$ cat config.mk
export PLATFORM = sky130hd
export DESIGN_NAME = ysyx_25060166_wbu
export DESIGN_NICKNAME = d
export VERILOG_FILES = /design/src/rtl/ysyx_25060166_wbu_pkg.sv /design/src/rtl/ysyx_25060166_wbu_sb.sv /design/src/rtl/ysyx_25060166_wbu.sv
export SDC_FILE = /design/constraint.sdc
export NUM_CORES = 1
export LEC_CHECK = 0
export CORE_UTILIZATION = 41
export DETAILED_ROUTE_END_ITERATION = 7
export PLACE_DENSITY = 0.8
export SLEW_MARGIN = 20
export SYNTH_ARGS = -nofsm -noshare
export SYNTH_HDL_FRONTEND = slang
export SYNTH_HIERARCHICAL = 1
export SYNTH_SLANG_ARGS = --single-unit
export TNS_END_PERCENT = 30
$ cat constraint.sdc
create_clock -name clk -period 2.7 [get_ports clk]
set_clock_uncertainty 0.15 [all_clocks]
set_input_delay 0.405 -clock clk [delete_from_list [all_inputs] [get_ports clk]]
set_output_delay 0.405 -clock clk [all_outputs]
set_load 0.03 [all_outputs]
$ cat src/rtl/ysyx_25060166_wbu_pkg.sv
// rtl/ysyx_25060166_wbu_pkg.sv - shared RV32E writeback constants
package ysyx_25060166_wbu_pkg;

    localparam int RV_WIDTH   = 32;
    localparam int RV_REG_NUM = 16;
    localparam int RV_AW      = 5;
    localparam logic [RV_AW-1:0] RV_X0 = '0;

endpackage

$ cat src/rtl/ysyx_25060166_wbu_sb.sv
// rtl/ysyx_25060166_wbu_sb.sv - busy-bit scoreboard with set/clear/query ports
module ysyx_25060166_wbu_sb
    import ysyx_25060166_wbu_pkg::*;
#(
    parameter int REG_NUM = RV_REG_NUM,
    parameter int IDX_W   = $clog2(REG_NUM)
) (
    input  logic               clk,
    input  logic               rst,
    input  logic               set_en,
    input  logic [IDX_W-1:0]   set_idx,
    input  logic               clr_en,
    input  logic [IDX_W-1:0]   clr_idx,
    input  logic [IDX_W-1:0]   q0_idx,
    input  logic [IDX_W-1:0]   q1_idx,
    input  logic [IDX_W-1:0]   q2_idx,
    output logic               q0_busy,
    output logic               q1_busy,
    output logic               q2_busy,
    output logic [REG_NUM-1:0] busy
);

    logic [REG_NUM-1:0] busy_nxt;

    // Set is applied after clear; x0 can never become busy.
    always_comb begin
        busy_nxt = busy;
        if (clr_en)
            busy_nxt[clr_idx] = 1'b0;
        if (set_en && (set_idx != '0))
            busy_nxt[set_idx] = 1'b1;
    end

    always_ff @(posedge clk or negedge rst) begin
        if (!rst)
            busy <= '0;
        else
            busy <= busy_nxt;
    end

    assign q0_busy = busy[q0_idx];
    assign q1_busy = busy[q1_idx];
    assign q2_busy = busy[q2_idx];

endmodule

$ cat src/rtl/ysyx_25060166_wbu.sv
// rtl/ysyx_25060166_wbu.sv - writeback arbiter, WB register and RAW/WAW scoreboard
module ysyx_25060166_wbu
    import ysyx_25060166_wbu_pkg::*;
#(
    parameter int WIDTH   = RV_WIDTH,
    parameter int REG_NUM = RV_REG_NUM,
    parameter int AW      = RV_AW
) (
    input  logic             clk,
    input  logic             rst,
    input  logic             issue_valid,
    input  logic [AW-1:0]    issue_rd,
    output logic             issue_ready,
    input  logic [AW-1:0]    raddr1,
    input  logic [AW-1:0]    raddr2,
    output logic             rs1_busy,
    output logic             rs2_busy,
    input  logic             exu_valid,
    input  logic [AW-1:0]    exu_rd,
    input  logic [WIDTH-1:0] exu_data,
    output logic             exu_ready,
    input  logic             lsu_valid,
    input  logic [AW-1:0]    lsu_rd,
    input  logic [WIDTH-1:0] lsu_data,
    output logic             lsu_ready,
    output logic             wen,
    output logic [AW-1:0]    write_rd,
    output logic [WIDTH-1:0] write_data
);

    localparam int IDX_W = $clog2(REG_NUM);
    localparam logic [AW-1:0] X0 = AW'(RV_X0);

    logic               acc;
    logic [AW-1:0]      acc_rd;
    logic [WIDTH-1:0]   acc_data;
    logic               issue_q_busy;
    logic               rs1_q_busy;
    logic               rs2_q_busy;
    logic               issue_fire;
    logic [REG_NUM-1:0] busy;

    // LSU always wins; EXU waits while a load result is presented.
    assign lsu_ready = 1'b1;
    assign exu_ready = !lsu_valid;
    assign acc       = lsu_valid || exu_valid;
    assign acc_rd    = lsu_valid ? lsu_rd   : exu_rd;
    assign acc_data  = lsu_valid ? lsu_data : exu_data;

    always_ff @(posedge clk or negedge rst) begin
        if (!rst) begin
            wen        <= 1'b0;
            write_rd   <= '0;
            write_data <= '0;
        end else begin
            wen <= acc && (acc_rd != X0);
            if (acc) begin
                write_rd   <= acc_rd;
                write_data <= acc_data;
            end
        end
    end

    assign issue_ready = !issue_q_busy || (issue_rd == X0);
    assign issue_fire  = issue_valid && issue_ready && (issue_rd != X0);
    assign rs1_busy    = rs1_q_busy && (raddr1 != X0);
    assign rs2_busy    = rs2_q_busy && (raddr2 != X0);

    // Busy clears on the edge the array takes the write, never earlier.
    ysyx_25060166_wbu_sb #(
        .REG_NUM (REG_NUM),
        .IDX_W   (IDX_W)
    ) u_sb (
        .clk     (clk),
        .rst     (rst),
        .set_en  (issue_fire),
        .set_idx (issue_rd[IDX_W-1:0]),
        .clr_en  (wen),
        .clr_idx (write_rd[IDX_W-1:0]),
        .q0_idx  (issue_rd[IDX_W-1:0]),
        .q1_idx  (raddr1[IDX_W-1:0]),
        .q2_idx  (raddr2[IDX_W-1:0]),
        .q0_busy (issue_q_busy),
        .q1_busy (rs1_q_busy),
        .q2_busy (rs2_q_busy),
        .busy    (busy)
    );

`ifndef SYNTHESIS
    always @(posedge clk) begin
        if (rst && acc && (acc_rd[IDX_W-1:0] != '0))
            assert (busy[acc_rd[IDX_W-1:0]])
            else $error("wbu: result for non-busy rd %0d", acc_rd);
    end
`endif

endmodule

== After elaboration in Yosys (flattened, before gate mapping) ==
Cells that the tools add are included.

* Register bits: 54
* Latch bits: 0
* Bits in writable memories: 0
* Memory bits (read-only): 0
* Input port bits: 94
* Logic and storage cells: 45
* Memories: 0

* Add/sub/neg operators: 0
* $mul: 0
* Div/mod/pow operators: 0
* Magnitude comparators: 6
* Eq/ne operators: 0
* Shift operators: 0
* Mux-type cells: 14
* Bitwise logic cells: 3
* Reductions and logical operators: 18

{| class="wikitable"
|+ Operators with widths
! operator !! number
|-
| 2-to-1 mux 16 bit || 2
|-
| 2-to-1 mux 32 bit || 1
|-
| < comparator 4 x 5 -> 1 bit (second input constant) || 4
|-
| nonzero test 5 bit || 4
|-
| AND 16 bit || 1
|-
| inverter 16 bit || 1
|-
| OR 16 bit || 1
|-
| binary-select mux 1 bit (select 4 bit) || 3
|-
| demux 1 bit (select 4 bit) || 2
|-
| >= comparator 4 x 1 -> 1 bit (second input constant) || 2
|-
| logical AND 1 bit || 8
|-
| logical NOT 5 bit || 1
|-
| 2-to-1 mux 1 bit || 5
|-
| 2-to-1 mux 5 bit || 1
|-
| nonzero test 4 bit || 1
|-
| logical NOT 1 bit || 2
|-
| logical OR 1 bit || 2
|}

== Longest topological paths before layout ==
Gate-level depths: netlist (run 1).

* Word-level depth: 9
* Depth in mapped cells: 6
* Mapped depth without buffers: 6

== By module ==
The synthesis (run 1) kept the hierarchy.

{| class="wikitable"
|+ Modules (own cells, without submodules)
! module !! times used !! cells each !! area each (sq um) !! sequential area each (sq um)
|-
| ysyx_25060166_wbu || 1 || 177 || 1814.2 || 950.9
|-
| ysyx_25060166_wbu_sb || 1 || 84 || 1066.0 || 400.4
|}

== Worst setup path after synthesis (run 1) ==
Ideal clock, no wire load.

* Path kind: input to register
* Start point: in issue_rd[1]
* End point: reg u_sb.busy[4]
* Arrival: 2095 ps
* Required time: 2467 ps
* Slack: 372 ps
* Stages: 6
* Path buffers: 0
* Path through: mux4_1 > mux2i_1 > mux2i_1 > nor3b_1 > or3b_2 > o21ai_0

* Cells in the longest elaborated chain, start to end: 8
* Elaborated cells between the ends (all ways): 17

{| class="wikitable"
|+ RTL lines
! item !! RTL line !! text
|-
| start: declaration || ysyx_25060166_wbu.sv:12 || <nowiki>input logic [AW-1:0] issue_rd,</nowiki>
|-
| binary-select mux 1 bit (select 4 bit) || ysyx_25060166_wbu_sb.sv:41 || <nowiki>assign q0_busy = busy[q0_idx];</nowiki>
|-
| 2-to-1 mux 1 bit (not written as such) || ysyx_25060166_wbu_sb.sv:41 ||
|-
| named net issue_q_busy || ysyx_25060166_wbu.sv:37 || <nowiki>logic issue_q_busy;</nowiki>
|-
| logical NOT 1 bit || ysyx_25060166_wbu.sv:64 || <nowiki>assign issue_ready = !issue_q_busy || (issue_rd == X0);</nowiki>
|-
| logical OR 1 bit || ysyx_25060166_wbu.sv:64 ||
|-
| logical AND 1 bit (2 in a row) || ysyx_25060166_wbu.sv:65 || <nowiki>assign issue_fire = issue_valid && issue_ready && (issue_rd != X0);</nowiki>
|-
| named net issue_fire || ysyx_25060166_wbu.sv:40 || <nowiki>logic issue_fire;</nowiki>
|-
| logical AND 1 bit || ysyx_25060166_wbu_sb.sv:30 || <nowiki>if (set_en && (set_idx != '0))</nowiki>
|-
| 2-to-1 mux 16 bit || ysyx_25060166_wbu_sb.sv:30 ||
|-
| named net u_sb.busy_nxt[4] || ysyx_25060166_wbu_sb.sv:23 || <nowiki>logic [REG_NUM-1:0] busy_nxt;</nowiki>
|-
| end signal: assignment || ysyx_25060166_wbu_sb.sv:38 || <nowiki>busy <= busy_nxt;</nowiki>
|-
| end: declaration || ysyx_25060166_wbu_sb.sv:20 || <nowiki>output logic [REG_NUM-1:0] busy</nowiki>
|}

The timed path passes the listed nets, and every way through them passes these cells. The select of a mux whose other input is x is not followed.
A chain may end at the register's enable or synchronous reset.

== Worst setup path in the final report (run 1) ==
* Start point: in raddr2[1]
* End point: out rs2_busy

* Cells in the longest elaborated chain, start to end: 3
* Elaborated cells between the ends (all ways): 4

{| class="wikitable"
|+ RTL lines
! item !! RTL line !! text
|-
| start: declaration || ysyx_25060166_wbu.sv:15 || <nowiki>input logic [AW-1:0] raddr2,</nowiki>
|-
| binary-select mux 1 bit (select 4 bit) || ysyx_25060166_wbu_sb.sv:43 || <nowiki>assign q2_busy = busy[q2_idx];</nowiki>
|-
| 2-to-1 mux 1 bit (not written as such) || ysyx_25060166_wbu_sb.sv:43 ||
|-
| named net rs2_q_busy || ysyx_25060166_wbu.sv:39 || <nowiki>logic rs2_q_busy;</nowiki>
|-
| logical AND 1 bit || ysyx_25060166_wbu.sv:67 || <nowiki>assign rs2_busy = rs2_q_busy && (raddr2 != X0);</nowiki>
|-
| end: declaration || ysyx_25060166_wbu.sv:17 || <nowiki>output logic rs2_busy,</nowiki>
|}

The timed path passes the listed nets, and every way through them passes these cells. The select of a mux whose other input is x is not followed.

==> flow_summary.ini, run 1 <==
[run_status]
status = complete, no violations

[synth]
async_reset_ff_share_pct = 100
avgSynthCellArea_um2 = 11.0
synth_fp_nets = 355
yosysMostFrequentCell = dfrtp_1
yosys.area.top_type = dfrtp_1
synth_top_area_share_pct = 46.9
syn_inst = 261
synth_seq_area_share_pct = 46.9
synth_commonest_cells = 54 x dfrtp_1, 46 x mux2i_1, 41 x o21ai_1
ys_seq_elements = 54
ys_types = 21
yosysWarnings = 6
synthesis.area_mm2 = 0.00288
synth_edf_count = 0
synth_flop_cell = dfrtp_1
synthTopCellsByArea = dfrtp_1 47%, mux2i_1 16%, mux4_1 11%, o21ai_1 7.1%, o21ai_0 5.2%

[critical_path]
crit_chain = clkdlybuf4s50_1, mux4_1, mux2i_1, mux2i_1, o21a_1, clkdlybuf4s15_2
path_max_fanout = 2
r2r_slack_ns = 0.26
cp.arrival_ns = 2.08
critPathSlowestCell = mux4_1
reg2reg_from = u_sb/busy[14]$_DFF_PN0_
slowest_delay_ns = 0.55
reg2reg_to = u_sb/busy[4]$_DFF_PN0_
cp-end-kind = output pin
crit_top_cell = mux2i_1
worstSetupPathType = input pin to output pin
rr_worst_depth = 7
required_ns = 2.14
worstSetupStartpointType = input pin

[global_route]
antenna_found_initial = 0
grt_max_degree = 77
grt_first_pass_wirelength_um = 12800
grt_pass1_vias = 2614
overflow = 0
track_usage_pct = 22.5

[floorplan]
num_rows = 30
die_w_um = 85.8
initial_core_util_pct = 42.4
die_h_um = 85.8
core_mm2 = 0.00679
ios = 137
die-area_mm2 = 0.00736

[sta]
fin_crit_ns = 2.64
slew_viol_final = 0
fin_ws_ns = 0.0648
hold_viol = 0
tightestPinTransition_ns = 0.675
rsz0062_at_grt = true
max_slew_margin_pct = 55.0
max_freq_ghz = 0.379
setup_violations = 0
min_period_over_period_pct = 97.6

[cts]
clkSlewWorstSetupHoldPaths_ns = 0.09
cts.sink_count = 54
clock_latency_ns = 0.31
cts_max_level = 2
cts_setup_buffers = 0
root_buffer = clkbuf_8
numCtsBuffers = 5
clock_path_buffers = 2
cts_tree = done

[finish]
area_growth_syn_to_layout_pct = 54.5
drive_above_1_share_pct = 7.44
fill_cells = 548
num_antenna_cells = 0
nets = 496
final_util_pct = 65.5

[detailed_routing]
drtAntennaViolNets = 0
drt-pass1-iter-count = 4
wl_um = 7920
drtIter0Drc = 93
via_per_inst = 5.22
drc = 0
vias = 2604
wire_per_inst_um = 15.9

[place]
place_ws_ns = -0.358
dp.final_hpwl_um = 6090
place.gp.congestion = 0.961
portBuffers = 135

[hold_path]
whs_path_depth = 2
hold_class = register to register
hold_path_end = write_data[29]$_DFFE_PN0P_
hp-start = write_data[29]$_DFFE_PN0P_

[flow_run]
drv_cap = 0

[power_and_ir_drop]
powerDensity_mw_per_mm2 = 561
ir_drop_mv = 0.317
p_leak_uw = 0.00192
-- worst max path at each step --
| stage | startpoint | endpoint |
|---|---|---|
| 2_1_floorplan | issue_rd[1] | u_sb/busy[4]$_DFF_PN0_ |
| 6_report | raddr2[1] | rs2_busy |
| 3_5_place_dp | raddr1[0] | rs1_busy |
| 5_1_grt | issue_rd[1] | u_sb/busy[4]$_DFF_PN0_ |
| 3_3_place_gp | raddr1[0] | rs1_busy |
| 4_1_cts | raddr1[1] | rs1_busy |
-- cell families (layout without fill, tap and decap cells) --
| kind of cell | Yosys count | in the layout | synth area share [%] |
|---|---|---|---|
| other | 1 | 1 | 0.130 |
| buffers and inverters | 14 | 156 | 2.82 |
| flip-flops | 54 | 54 | 46.9 |
| AND/OR/NAND/NOR | 60 | 60 | 10.1 |
| multiplexers | 58 | 58 | 26.9 |
| AO/OA/AOI/OAI | 74 | 74 | 13.1 |
-- metrics by stage --
stage / instances / setup TNS, ns / total power [uW] / area (um^2) / hold slack (ns)
5_1_grt: 499 / -0.00973 / 2640 / 4450 / 0.446
2_1_floorplan: 261 / 0 / 1580 / 2880 / -0.0406
6_report: 499 / 0 / 2490 / 4450 / 0.413
4_1_cts: 499 / 0 / 2520 / 4450 / 0.413
3_5_place_dp: 490 / -2.07 / 2060 / 4350 / 0.273
3_3_place_gp: 490 / -1.36 / 2010 / 4350 / 0.269
-- cell usage in the layout (no fill, tap or decap) --
cell type / n
clkdlybuf4s50_1: 126
nand2b_1: 4
inv_2: 1
clkbuf_2: 1
buf_2: 3
clkinv_2: 1
clkbuf_8: 6
o21ai_0: 28
o21a_1: 3
mux2i_1: 46
nand3b_1: 4
buf_12: 1
clkdlybuf4s15_2: 1
dfrtp_1: 54
nor3b_1: 1
conb_1: 1
buf_4: 11
or4_1: 5
clkinvlp_4: 1
dlygate4sd3_1: 1
o21ai_1: 43
nand3_1: 2
or3b_2: 2
dlygate4sd2_1: 3
nor2_1: 1
mux4_1: 12
nand2_1: 39
or2_2: 2
-- state kept, by name, indices dropped and copies added, names as in the netlist --
name        cells
u_sb/busy      16
wen             1
write_data     32
write_rd        5
-- final cells by class --
class	count	area (um^2)	area share (%)
multi-input combinational	193	1450	32.5
timing repair buffer	147	1430	32.2
sequential	54	1350	30.4
tap	96	120	2.70
clock buffer	6	82.6	1.86
clock inverter	2	12.5	0.281
inverter	1	3.75	0.0844
-- power breakdown --
group	internal [uW]	switching [uW]	total [uW]
Clock	207	263	470
Sequential	958	167	1130
Combinational	482	418	899
Total	1650	848	2490
-- metal layers --
layer  vias up  routed length (um)  GRT usage (%)
met5         -                   0              0
met4         0                 174           8.18
met3        15                 670           6.45
met2       116                3990           40.1
met1      1222                3090           25.7
li1       1251                   -              -
-- what timing repair did --
action,in CTS,in global routing
endpoints found under the setup margin,4,4
hold buffers,1,0
resized for setup,8,3
hold endpoints to repair,54,0
cloned,0,0
-- critical path, delay by kind of cell --
family / cells / cell delay [ns]
multiplexers: 3 / 0.80
buffers and inverters: 2 / 0.76
AO/OA/AOI/OAI: 1 / 0.11
Power figures use the tool's default switching activity.
==> run 2: changes to the inputs <==
- GPL_TIMING_DRIVEN: unset -> 0
==> run 2 against run 1 <==
The flow now finishes with violations (hold timing). Highest routed layer unchanged. First-iteration DRC count rose by 75%. Worst hold slack worse by 0.44 ns. Largest power group unchanged. Fmax up 0.83%. Die area did not move. Utilization down 0.20 points.
==> flow_summary.ini, run 2 (synthesis gave the netlist of run 1 again) <==
[sta]
slew_viol_final = 0
tightestPinTransition_ns = 0.672
fin_crit_ns = 2.61
hold_viol = 54
setup_violations = 0
max_slew_margin_pct = 55.2
max_freq_ghz = 0.383
rsz0062_at_grt = false
min_period_over_period_pct = 96.8
holdWs_ns = -0.0258

[floorplan]
die_h_um = 85.8
core_mm2 = 0.00679
initial_core_util_pct = 42.4
die-area_mm2 = 0.00736
ios = 137
die_w_um = 85.8
num_rows = 30

[cts]
cts.sink_count = 54
clock_latency_ns = 0.31
root_buffer = clkbuf_8
cts_tree = done
clkSlewWorstSetupHoldPaths_ns = 0.09
numCtsBuffers = 5
holdBufCountCts = 0
cts_max_level = 2
clock_path_buffers = 2

[global_route]
grt_first_pass_wirelength_um = 13200
overflow = 0
antenna_found_initial = 0
grt_max_degree = 55
grt_pass1_vias = 2775
track_usage_pct = 23.3

[detailed_routing]
vias = 2632
wl_um = 8110
drtIter0Drc = 163
drc = 0
drtAntennaViolNets = 0
wire_per_inst_um = 16.3
drt-pass1-iter-count = 4
via_per_inst = 5.30

[finish]
reg_top3 = write_data: 32 flops, u_sb/busy: 16 flops, write_rd: 5 flops
final_cell_mix = 123 x clkdlybuf4s50_1, 54 x dfrtp_1, 46 x mux2i_1, 41 x o21ai_1, 39 x nand2_1
drive_above_1_share_pct = 6.23
final_common_cell = clkdlybuf4s50_1
top_register = write_data
final_util_pct = 65.3
fin_cells = 497
fill_cells = 567
nets = 495
largest_reg_flops = 32
area_growth_syn_to_layout_pct = 54.0
final_area_mm2 = 0.00444
num_antenna_cells = 0

[place]
portBuffers = 133
dp.final_hpwl_um = 6190
place_area_mm2 = 0.00433
place.gp.congestion = 0.832
numPlacedInstances = 490

[critical_path]
slowest_delay_ns = 0.59
reg2reg_from = u_sb/busy[14]$_DFF_PN0_
crit_chain = clkdlybuf4s15_2, mux4_1, mux2i_1, mux2i_1, o21ai_1, dlygate4sd2_1
critPathSlowestCell = mux4_1
r2r_slack_ns = 0.22
crit_top_cell = mux2i_1
reg2reg_to = u_sb/busy[8]$_DFF_PN0_
required_ns = 2.14
path_max_fanout = 10
cp-end-kind = output pin
worstSetupPathType = input pin to output pin
worstSetupStartpointType = input pin
rr_worst_depth = 6
cp.arrival_ns = 2.06

[power_and_ir_drop]
p_leak_uw = 0.00191
total_power_uw = 2530
ir_drop_mv = 0.331
powerDensity_mw_per_mm2 = 571

[hold_path]
hold_class = input pin to async pin

[run_status]
status = finished with violations
violations = hold timing

[flow_run]
drv_cap = 0
## run 2: worst max-delay path: cells and delay by family
kind	cells	cell delay, ns
AO/OA/AOI/OAI	1	0.09
multiplexers	3	0.86
buffers and inverters	2	0.70
## run 2: worst max-delay path by stage
stage,from,endpoint,slack (ns),cells past startpoint
after global routing,raddr1[0],rs1_busy,0.009,6
final,issue_rd[1],issue_ready,0.09,6
after global placement,issue_rd[0],u_sb/busy[4]$_DFF_PN0_,-0.59,7
after detailed placement,issue_rd[1],u_sb/busy[8]$_DFF_PN0_,-0.67,7
after CTS,issue_rd[0],issue_ready,0.002,6
after floorplan,issue_rd[1],u_sb/busy[4]$_DFF_PN0_,0.37,6
## run 2: power by group
part           internal (uW)  switching, uW  leakage, uW  total (uW)
clock                    297            261    0.0000573         558
combinational            468            420      0.00120         888
sequential               958            127     0.000651        1090
## run 2: stage by stage
step | worst slack [ns] | TNS (ns) | hold slack (ns)
5_1_grt | 0.00946 | 0 | 0.0299
2_1_floorplan | 0.372 | 0 | -0.0406
3_3_place_gp | -0.591 | -34.81 | 0.374
3_5_place_dp | -0.675 | -8.44 | 0.339
4_1_cts | 0.00199 | 0 | 0.000919
6_report | 0.0864 | 0 | -0.0258
## run 2: what timing repair did
| item | 4_1_cts | 5_1_grt |
|---|---|---|
| buffers inserted | 0 | 0 |
| cloned | 0 | 0 |
| resized for setup | 13 | 2 |
| setup endpoints to repair | 18 | 4 |
| pin swaps | 0 | 0 |
## run 2: area by class of cell
cell class,count,area [um^2],area share [%]
timing repair buffer,133,1320,29.7
sequential,54,1350,30.5
multi-input combinational,193,1450,32.8
clock buffer,6,82.6,1.86
clock inverter,1,30.0,0.677
buffer,13,77.6,1.75
tap,96,120,2.71
inverter,1,3.75,0.0846
## run 2: layer usage
layer	vias up	global-route usage, %	wire (um)
met4	0	6.82	71
met3	6	7.41	696
met2	119	41.7	4240
li1	1242	-	-
met5	-	0	0
met1	1265	26.6	3110
